**src/rtl/hash_addr_engine.sv**
```systemverilog
// Two-stage weight-address generator: (layer, in/out activation index) -> weight SRAM address
// via a per-layer seeded pseudo-hash or direct index concatenation, with valid/ready and flush.
module hash_addr_engine #(
    parameter int PE_IDX   = 0,
    parameter int LAYER_W  = 4,
    parameter int IDX_W    = 10,
    parameter int ACT_NO_W = 8,
    parameter int DATA_W   = 16,
    parameter int WADDR_W  = 12
) (
    input  logic                clk,
    input  logic                rst_n,
    input  logic                cfg_we,
    input  logic [LAYER_W-1:0]  cfg_layer,
    input  logic [15:0]         cfg_seed,
    input  logic                cfg_hash,
    input  logic                flush,
    input  logic                in_valid,
    output logic                in_ready,
    input  logic [LAYER_W-1:0]  layer_idx,
    input  logic [IDX_W-1:0]    in_act_idx,
    input  logic [IDX_W-1:0]    out_act_idx,
    input  logic [ACT_NO_W-1:0] out_act_addr,
    input  logic [DATA_W-1:0]   in_act_value,
    output logic                out_valid,
    input  logic                out_ready,
    output logic [DATA_W-1:0]   in_act_value_mem,
    output logic [ACT_NO_W-1:0] out_act_addr_mem,
    output logic                w_sign_mem,
    output logic                w_mem_cen,
    output logic                w_mem_wen,
    output logic [WADDR_W-1:0]  w_mem_addr
);
    localparam int DEPTH = 2**LAYER_W;

    logic [15:0]      seed_tab [DEPTH];
    logic [DEPTH-1:0] mode_tab;

    logic                s1_valid;
    logic [31:0]         s1_x;
    logic                s1_hash;
    logic [IDX_W-1:0]    s1_in_idx;
    logic [IDX_W-1:0]    s1_out_idx;
    logic [ACT_NO_W-1:0] s1_act_addr;
    logic [DATA_W-1:0]   s1_act_value;

    logic                s2_valid;
    logic [WADDR_W-1:0]  s2_addr;
    logic                s2_sign;
    logic [ACT_NO_W-1:0] s2_act_addr;
    logic [DATA_W-1:0]   s2_act_value;

    logic s1_en, s2_en;
    logic [31:0] x_next, h;
    logic [2*IDX_W+WADDR_W-1:0] direct_cat;
    logic [WADDR_W-1:0] addr_next;
    logic sign_next;
    logic unused_bits;

    always_comb begin
        s2_en = !s2_valid || out_ready;
        s1_en = !s1_valid || s2_en;
        // Table is read combinationally, so a same-cycle config write is not yet visible.
        x_next = (32'(in_act_idx) * 32'h9E3779B1)
               ^ (32'(out_act_idx) * 32'h85EBCA6B)
               ^ {seed_tab[layer_idx], seed_tab[layer_idx]}
               ^ 32'(PE_IDX);
        h = s1_x ^ (s1_x >> 16);
        direct_cat = {{WADDR_W{1'b0}}, s1_out_idx, s1_in_idx};
        if (s1_hash) begin
            addr_next = h[WADDR_W-1:0];
            sign_next = h[31];
        end else begin
            addr_next = direct_cat[WADDR_W-1:0];
            sign_next = 1'b0;
        end
    end

    assign unused_bits = ^{h, direct_cat};

    always_ff @(posedge clk) begin
        if (!rst_n) begin
            for (int i = 0; i < DEPTH; i++) seed_tab[i] <= '0;
            mode_tab     <= '0;
            s1_valid     <= 1'b0;
            s1_x         <= '0;
            s1_hash      <= 1'b0;
            s1_in_idx    <= '0;
            s1_out_idx   <= '0;
            s1_act_addr  <= '0;
            s1_act_value <= '0;
            s2_valid     <= 1'b0;
            s2_addr      <= '0;
            s2_sign      <= 1'b0;
            s2_act_addr  <= '0;
            s2_act_value <= '0;
        end else begin
            if (cfg_we) begin
                seed_tab[cfg_layer] <= cfg_seed;
                mode_tab[cfg_layer] <= cfg_hash;
            end
            if (flush) begin
                s1_valid     <= 1'b0;
                s1_x         <= '0;
                s1_hash      <= 1'b0;
                s1_in_idx    <= '0;
                s1_out_idx   <= '0;
                s1_act_addr  <= '0;
                s1_act_value <= '0;
                s2_valid     <= 1'b0;
                s2_addr      <= '0;
                s2_sign      <= 1'b0;
                s2_act_addr  <= '0;
                s2_act_value <= '0;
            end else begin
                if (s1_en) begin
                    s1_valid     <= in_valid;
                    s1_x         <= x_next;
                    s1_hash      <= mode_tab[layer_idx];
                    s1_in_idx    <= in_act_idx;
                    s1_out_idx   <= out_act_idx;
                    s1_act_addr  <= out_act_addr;
                    s1_act_value <= in_act_value;
                end
                if (s2_en) begin
                    s2_valid     <= s1_valid;
                    s2_addr      <= addr_next;
                    s2_sign      <= sign_next;
                    s2_act_addr  <= s1_act_addr;
                    s2_act_value <= s1_act_value;
                end
            end
        end
    end

    assign in_ready         = s1_en && !flush;
    assign out_valid        = s2_valid;
    assign in_act_value_mem = s2_act_value;
    assign out_act_addr_mem = s2_act_addr;
    assign w_sign_mem       = s2_sign;
    // One SRAM read per transaction, fired at the downstream handshake.
    assign w_mem_cen        = !(s2_valid && out_ready && !flush);
    assign w_mem_wen        = 1'b1;
    assign w_mem_addr       = s2_valid ? s2_addr : '0;
endmodule

```
**config.mk**
```make
export PLATFORM = sky130hd
export DESIGN_NAME = hash_addr_engine
export DESIGN_NICKNAME = d
export VERILOG_FILES = /design/src/rtl/hash_addr_engine.sv
export SDC_FILE = /design/constraint.sdc
export NUM_CORES = 1
export LEC_CHECK = 0
export ABC_AREA = 1
export CELL_PAD_IN_SITES_DETAIL_PLACEMENT = 1
export CELL_PAD_IN_SITES_GLOBAL_PLACEMENT = 1
export CORE_ASPECT_RATIO = 1.4
export CORE_MARGIN = 2
export CORE_UTILIZATION = 42
export CTS_CLUSTER_DIAMETER = 30
export DETAILED_ROUTE_END_ITERATION = 7
export HOLD_SLACK_MARGIN = 0.02
export PLACE_DENSITY_LB_ADDON = 0.08
export SLEW_MARGIN = 20
export SYNTH_ARGS = -nofsm -noshare
export SYNTH_HDL_FRONTEND = slang
export SYNTH_SLANG_ARGS = --single-unit
```
**constraint.sdc**
```tcl
create_clock -name clk -period 5 [get_ports clk]
set_clock_uncertainty 0.1 [all_clocks]
set_input_delay 1 -clock clk [delete_from_list [all_inputs] [get_ports clk]]
set_output_delay 1 -clock clk [all_outputs]
set_load 0.02 [all_outputs]
```
==> results.md <==
* Run status: finished, violations left
* Violated checks: setup timing
* Worst Hold Path EP: mode_tab[8]$_SDFFE_PN0P_
* Grt ovf at 0
* PortBufs at 111
* Relative slew slack at 34.3%
* Dpl hpwl at 62900 microns
* Origin of the critical flop-to-flop path: out_valid$_SDFFE_PP0P_
* Hold Fails Final Rpt at 0
* Final Setup Violations at 2
* CP max FO at 3
* Clock root cell: clkbuf_16
* Peak supply drop at 460 uV
* Layout Nets at 3674
* Worst Reg2Reg Path Length in Cells at 9
* CTS tree: done
* Logic pwr share at 63.5%
* Die footprint at 58400 sq um
* Seq pwr share at 13.0%
* Drc violations at 0
* Die Span Y at 285 microns
* Min Clock Period, post-route at 5.08 ns
* Worst slew pin tran at 0.986 ns
* DP Worst Slack at -1.49 ns
* Fmax at 197 MHz
* Worst-path clk slew at 0.04 ns
* Setup WS post-layout at -0.0825 ns
* WL/cell at 20.8 microns
* Initial DRC count at 922
* Antenna violations before repair at 0
* Layout cell share with drive strength beyond 1 at 19.7%
* Sequential cell area at 8590 sq um
* Via count at 21.0k
* CP required at 5.38 ns
* Final core occ at 56.0%
* Area Overhead vs Synth at 32.5%
* CTS buffer count at 82
* Initial Utilization at 42.3%
* Hold_buf cts at 0
* CP Capture Type: flop
* GPL Wtd Cong at 0.966
* Core box area at 56100 sq um
* H-Tree Level Count at 3
* Antenna cells at 0
* Internal power at 13.5 mW
* First drt pass iteration count at 5
* Hold Startpoint: mode_tab[8]$_SDFFE_PN0P_
* Worst Hold Depth at 2
* Site Rows at 103
* Post-synth top area share at 26.4%
* Layout Cells excl Fill at 4072
* # clock sinks at 325
* Worst r2r dst: s1_x[10]$_SDFFE_PP0N_
* Largest net degree at the start of global routing at 100
* Detail-routed via count per cell at 5.16
* CP Class: in -> reg
* Gr usage total at 29.5%
* Data arrival, critical path at 5.46 ns
* Seq/Total Area, Yosys at 36.3%
* Final Cycle Share at 102%
* Maxcap violations at 0
* First-pass GRT wire length at 131000 microns
* Synth Area per Inst at 8.23 sq um
* Routed Antenna Nets at 0
* DRT Wirelength at 84500 microns
* Final Max Tran Viols at 0
* P_leak at 15.1 nW
* Ys Warns at 0
* Multi-input gate area at 13800 sq um
* Unrepaired setup endpoints after global routing: true
* Area leader, netlist: edfxtp_1
* Worst-case clock buffer depth at 3
* Fill cell count at 6593
* Sw frac at 43.5%
* Ys async rst share at 0%
* Post-synth EDFFs at 208
* R2R Setup Slk at 2.67 ns
* Top cells by area, synth: edfxtp_1 26%, fa_1 14%, dfxtp_1 9.9%
* IO Count at 116
* Hold crit path type: reg -> reg
* Chip width at 205 microns
* Psw at 10.4 mW
* Hold Slack at 0.373 ns
* Number of global-route vias before repair at 23.4k
* Power Dens Cells at 762 nW/um^2
* Synthesized cell area at 23700 sq um
* Worst skew pair latency at 0.63 ns
* Seq cells post-synth at 325
* Placed cells at 3909
* Mapped Nets at 3283
* Crit path launch type: primary input
* Syn Inst Count at 2880
* Count of cell types in the netlist at 45
* Primary FF master, synth: edfxtp_1
* Power share of the clock group at 23.4%
-- worst max path at each step --
| stage | startpoint | endpoint | slack [ns] | cells after the start |
|---|---|---|---|---|
| 2_1_floorplan | in_act_idx[3] | s1_x[31]$_SDFFE_PP0N_ | -0.09 | 24 |
| 3_3_place_gp | in_act_idx[3] | s1_x[17]$_SDFFE_PP0N_ | -1.48 | 21 |
| 3_5_place_dp | in_act_idx[3] | s1_x[17]$_SDFFE_PP0N_ | -1.49 | 21 |
| 4_1_cts | in_act_idx[9] | s1_x[26]$_SDFFE_PP0N_ | -0.06 | 24 |
| 5_1_grt | in_act_idx[2] | s1_x[23]$_SDFFE_PP0N_ | -0.25 | 25 |
| 6_report | in_act_idx[2] | s1_x[23]$_SDFFE_PP0N_ | -0.08 | 25 |
-- power groups by stage --
stage	sequential [mW]	combinational (mW)	clock, mW
after floorplan	3.14	7.38	0
after global placement	3.15	12.8	0
after detailed placement	3.16	13.1	0
after CTS	3.12	14.8	5.66
after global routing	3.13	16.7	5.81
final	3.12	15.2	5.61
-- synth_stat cells, types with 4 or more instances --
cell / instances
nand4_1: 15
edfxtp_1: 208
buf_2: 22
inv_1: 453
fa_1: 168
buf_4: 12
buf_6: 12
ha_1: 160
xor2_1: 35
nand2_1: 560
o21bai_1: 6
nand3_1: 231
nand3b_1: 7
o21ai_0: 143
inv_2: 5
nor3_1: 6
xnor2_1: 22
a21oi_1: 81
a31oi_1: 13
o22ai_1: 8
o21ai_1: 10
dfxtp_1: 117
o211ai_1: 17
buf_1: 4
nor2_1: 478
clkbuf_1: 58
-- cell families (layout without fill, tap and decap cells) --
logic type	Yosys count	in the layout	synth area share (%)
adder cells (fa/ha/maj)	328	328	22.6
AND/OR/NAND/NOR	1306	1306	22.4
flip-flops	325	325	36.3
buffers and inverters	572	1029	9.90
other	1	1	0.0158
AO/OA/AOI/OAI	291	291	6.73
XOR/XNOR	57	57	2.11
-- worst max-delay path: stages --
cell,delay (ns)
buf_8,0.10
fa_2,0.59
inv_2,0.05
fa_1,0.47
fa_1,0.54
inv_2,0.05
fa_1,0.51
inv_1,0.05
fa_1,0.50
inv_2,0.05
ha_4,0.30
nand2_4,0.08
nor2_4,0.13
o21ai_2,0.08
buf_4,0.14
nand2_4,0.05
nand3_2,0.05
nand3b_1,0.17
inv_1,0.07
nand2_2,0.08
nand2_1,0.05
nand2_1,0.08
nand3_2,0.10
nand2_1,0.11
inv_1,0.04
-- per-layer routing --
layer | routed length (microns) | track usage [%]
met5 | 0 | 0
met4 | 4220 | 13.9
met3 | 2260 | 3.25
met2 | 45700 | 55.6
met1 | 32400 | 32.6
-- metrics by stage --
stage	total power [mW]	setup TNS [ns]	instance area (sq um)
6_report	23.9	-0.105	31400
4_1_cts	23.6	-0.147	31200
2_1_floorplan	10.5	-0.269	23800
5_1_grt	25.6	-2.12	31400
3_3_place_gp	16.0	-19.89	27500
3_5_place_dp	16.3	-21.07	27500
-- layout by cell type (no fill, tap or decap), types with 8 or more instances in the layout --
master,instances
o21ai_1,17
a31oi_1,13
xnor2_1,21
a21oi_1,60
buf_4,296
clkbuf_16,82
clkdlybuf4s50_1,91
inv_2,24
o211ai_1,17
ha_4,32
nor2_2,19
xor2_1,35
ha_1,125
nand2_1,524
dfxtp_1,117
buf_2,8
buf_6,15
fa_1,158
fa_2,10
nor2_1,449
nor2_4,11
nand4_1,15
clkbuf_1,14
nand3_1,211
bufinv_16,16
o22ai_1,8
o21ai_0,131
nand3_2,20
clkinv_2,11
inv_1,434
edfxtp_1,208
nand2_4,10
nand2_2,27
a21oi_2,19
-- registers in the layout, indices dropped and copies added, names as in the netlist --
register / cells
seed_tab: 208
s1_x: 25
in_act_value_mem: 16
mode_tab: 16
s1_act_value: 16
s2_addr: 12
s1_in_idx: 10
out_act_addr_mem: 8
s1_act_addr: 8
s1_out_idx: 2
out_valid: 1
s1_hash: 1
s1_valid: 1
w_sign_mem: 1
-- area by class of cell --
type	count	share of cell area [%]
well taps	735	2.93
clock inverters	52	2.56
clock buffers	98	6.79
repair buffers	419	11.0
multi-input cells	1983	43.9
flip-flops and latches	325	27.4
inverters	460	5.53
-- what timing repair did --
| item | CTS | global route |
|---|---|---|
| pin swaps | 85 | 34 |
| gates resized for setup | 233 | 59 |
| buffers inserted | 13 | 0 |
| setup endpoints to repair | 18 | 18 |
Note: power is estimated with default switching activity, not from simulation.
==> variant, RTL diff (config.mk and constraints unchanged) <==
Change the parameter `WADDR_W` from 12 to 11.
--- a/src/rtl/hash_addr_engine.sv
+++ b/src/rtl/hash_addr_engine.sv
@@ -8,3 +8,3 @@
     parameter int DATA_W   = 16,
-    parameter int WADDR_W  = 12
+    parameter int WADDR_W  = 11
 ) (
Interface: changed (resized w_mem_addr); port bits go from 116 to 115. The function was not compared with the original's and may differ.
==> variant against the unedited design <==
  * The flow still finishes with violations (setup timing)
  * Via count down 6.0%
  * Final area is 5.4% lower
  * Setup slack improved by 0.0054 ns
  * Register-to-register slack worse by 0.17 ns
  * Wire length is 8.6% lower
  * Power is 7.3% lower
  * Critical path depth down 3
  * Clock power fell by 12%
  * First-iteration DRC count down 6.0%
  * Synthesized area down 5.3%
  * Combinational power decreased by 6%
  * Global-route usage fell by 1.1 points
  * Sequential cell count down 20
==> variant: results (changes against the unedited design) <==
[pwr]
powerSeq_mw = 2.92  ; was 3.12 mW
p_comb_mw = 14.3  ; was 15.2 mW
switching_share = 0.432  ; was 0.435
peakVddDrop_mv = 0.478  ; was 0.460 mV
p_leak_nw = 14.1  ; was 15.1 nW

[timing]
fin_tns_setup_ns = -0.0828  ; was -0.105 ns
finalSetupViolations = 2  ; unchanged
fin_hold_ws_ns = 0.377  ; was 0.373 ns
fin_ws_ns = -0.0772  ; was -0.0825 ns

[clocking]
clk_latency_ns = 0.57  ; was 0.63 ns
cts_buffers = 70  ; was 82

[outcome]
status = finished, violations left  ; unchanged
violations = setup timing  ; unchanged

[synth]
ys_seq_area_frac = 0.358  ; was 0.363
synth_cell_types = 41  ; was 45
synthTopCellsByArea = edfxtp_1, fa_1, dfxtp_1, ha_1, nand2_1  ; was edfxtp_1, fa_1, dfxtp_1, nand2_1, ha_1
synth-edff-count = 192  ; was 208

[global_route]
grt_pass1_wl_um = 120000  ; was 131000 um
track_usage = 0.284  ; was 0.295

[layout]
fill_cells = 6229  ; was 6593
reg_top3 = seed_tab (192), s1_x (23)  ; was seed_tab (208), s1_x (25)
drive_above_1_share = 0.208  ; was 0.197

[routing]
via_count = 19734  ; was 20994
drt-total-wl_um = 77200  ; was 84500 um
drt-initial-drc-count = 867  ; was 922
wl_met1_um = 29900  ; was 32400 um

[placement]
post-place-ws_ns = -1.50  ; was -1.49 ns
dp_cells = 3687  ; was 3909

[variant: changes by cell type in the layout (fill, tap and decap cells not counted), sizes merged, moves of 6 or more]
cell and delta:
edfxtp -16, nand3 -21, a21oi -6, nand2 -61, nor2 -26, o21ai +8
clkbuf -14, buf -31, inv -26
[variant: timing repair]
action | 4_1_cts | 5_1_grt
resized for setup | 164 | 192
buffers inserted | 13 | 10
pin swaps | 65 | 90
setup endpoints to repair | 16 | 15
[variant: cell type report]
class | count | area (um^2) | area share
tap | 714 | 893 | 0.0301
multi-input combinational | 1864 | 13400 | 0.450
clock inverter | 44 | 619 | 0.0209
timing repair buffer | 384 | 3170 | 0.107
clock buffer | 85 | 1930 | 0.0651
inverter | 442 | 1670 | 0.0564
sequential | 305 | 8030 | 0.271
[variant: cell families (layout without fill, tap and decap cells)]
group	after synthesis	count (layout)	synth area share
AO/OA/AOI/OAI	287	287	0.0701
XOR/XNOR	56	56	0.0222
adder cells (fa/ha/maj)	327	327	0.237
buffers and inverters	549	955	0.0977
flip-flops	305	305	0.358
other	1	1	0.000167
AND/OR/NAND/NOR	1193	1193	0.215
[variant: through the flow]
| stage | utilization | area [um^2] |
|---|---|---|
| after floorplan | - | 22500 |
| after global placement | 0.490 | 25900 |
| after detailed placement | 0.490 | 25900 |
| after CTS | 0.545 | 28900 |
| after global routing | 0.561 | 29700 |
| final | 0.561 | 29700 |
[variant: worst paths after layout]
path               startpoint          endpoint  cells past startpoint
max             in_act_idx[8]          s1_x[25]                     22
min reg2reg  s1_act_value[15]  s1_act_value[15]                      2
min          s1_act_value[15]  s1_act_value[15]                      2
max reg2reg         out_valid          s1_x[16]                      9
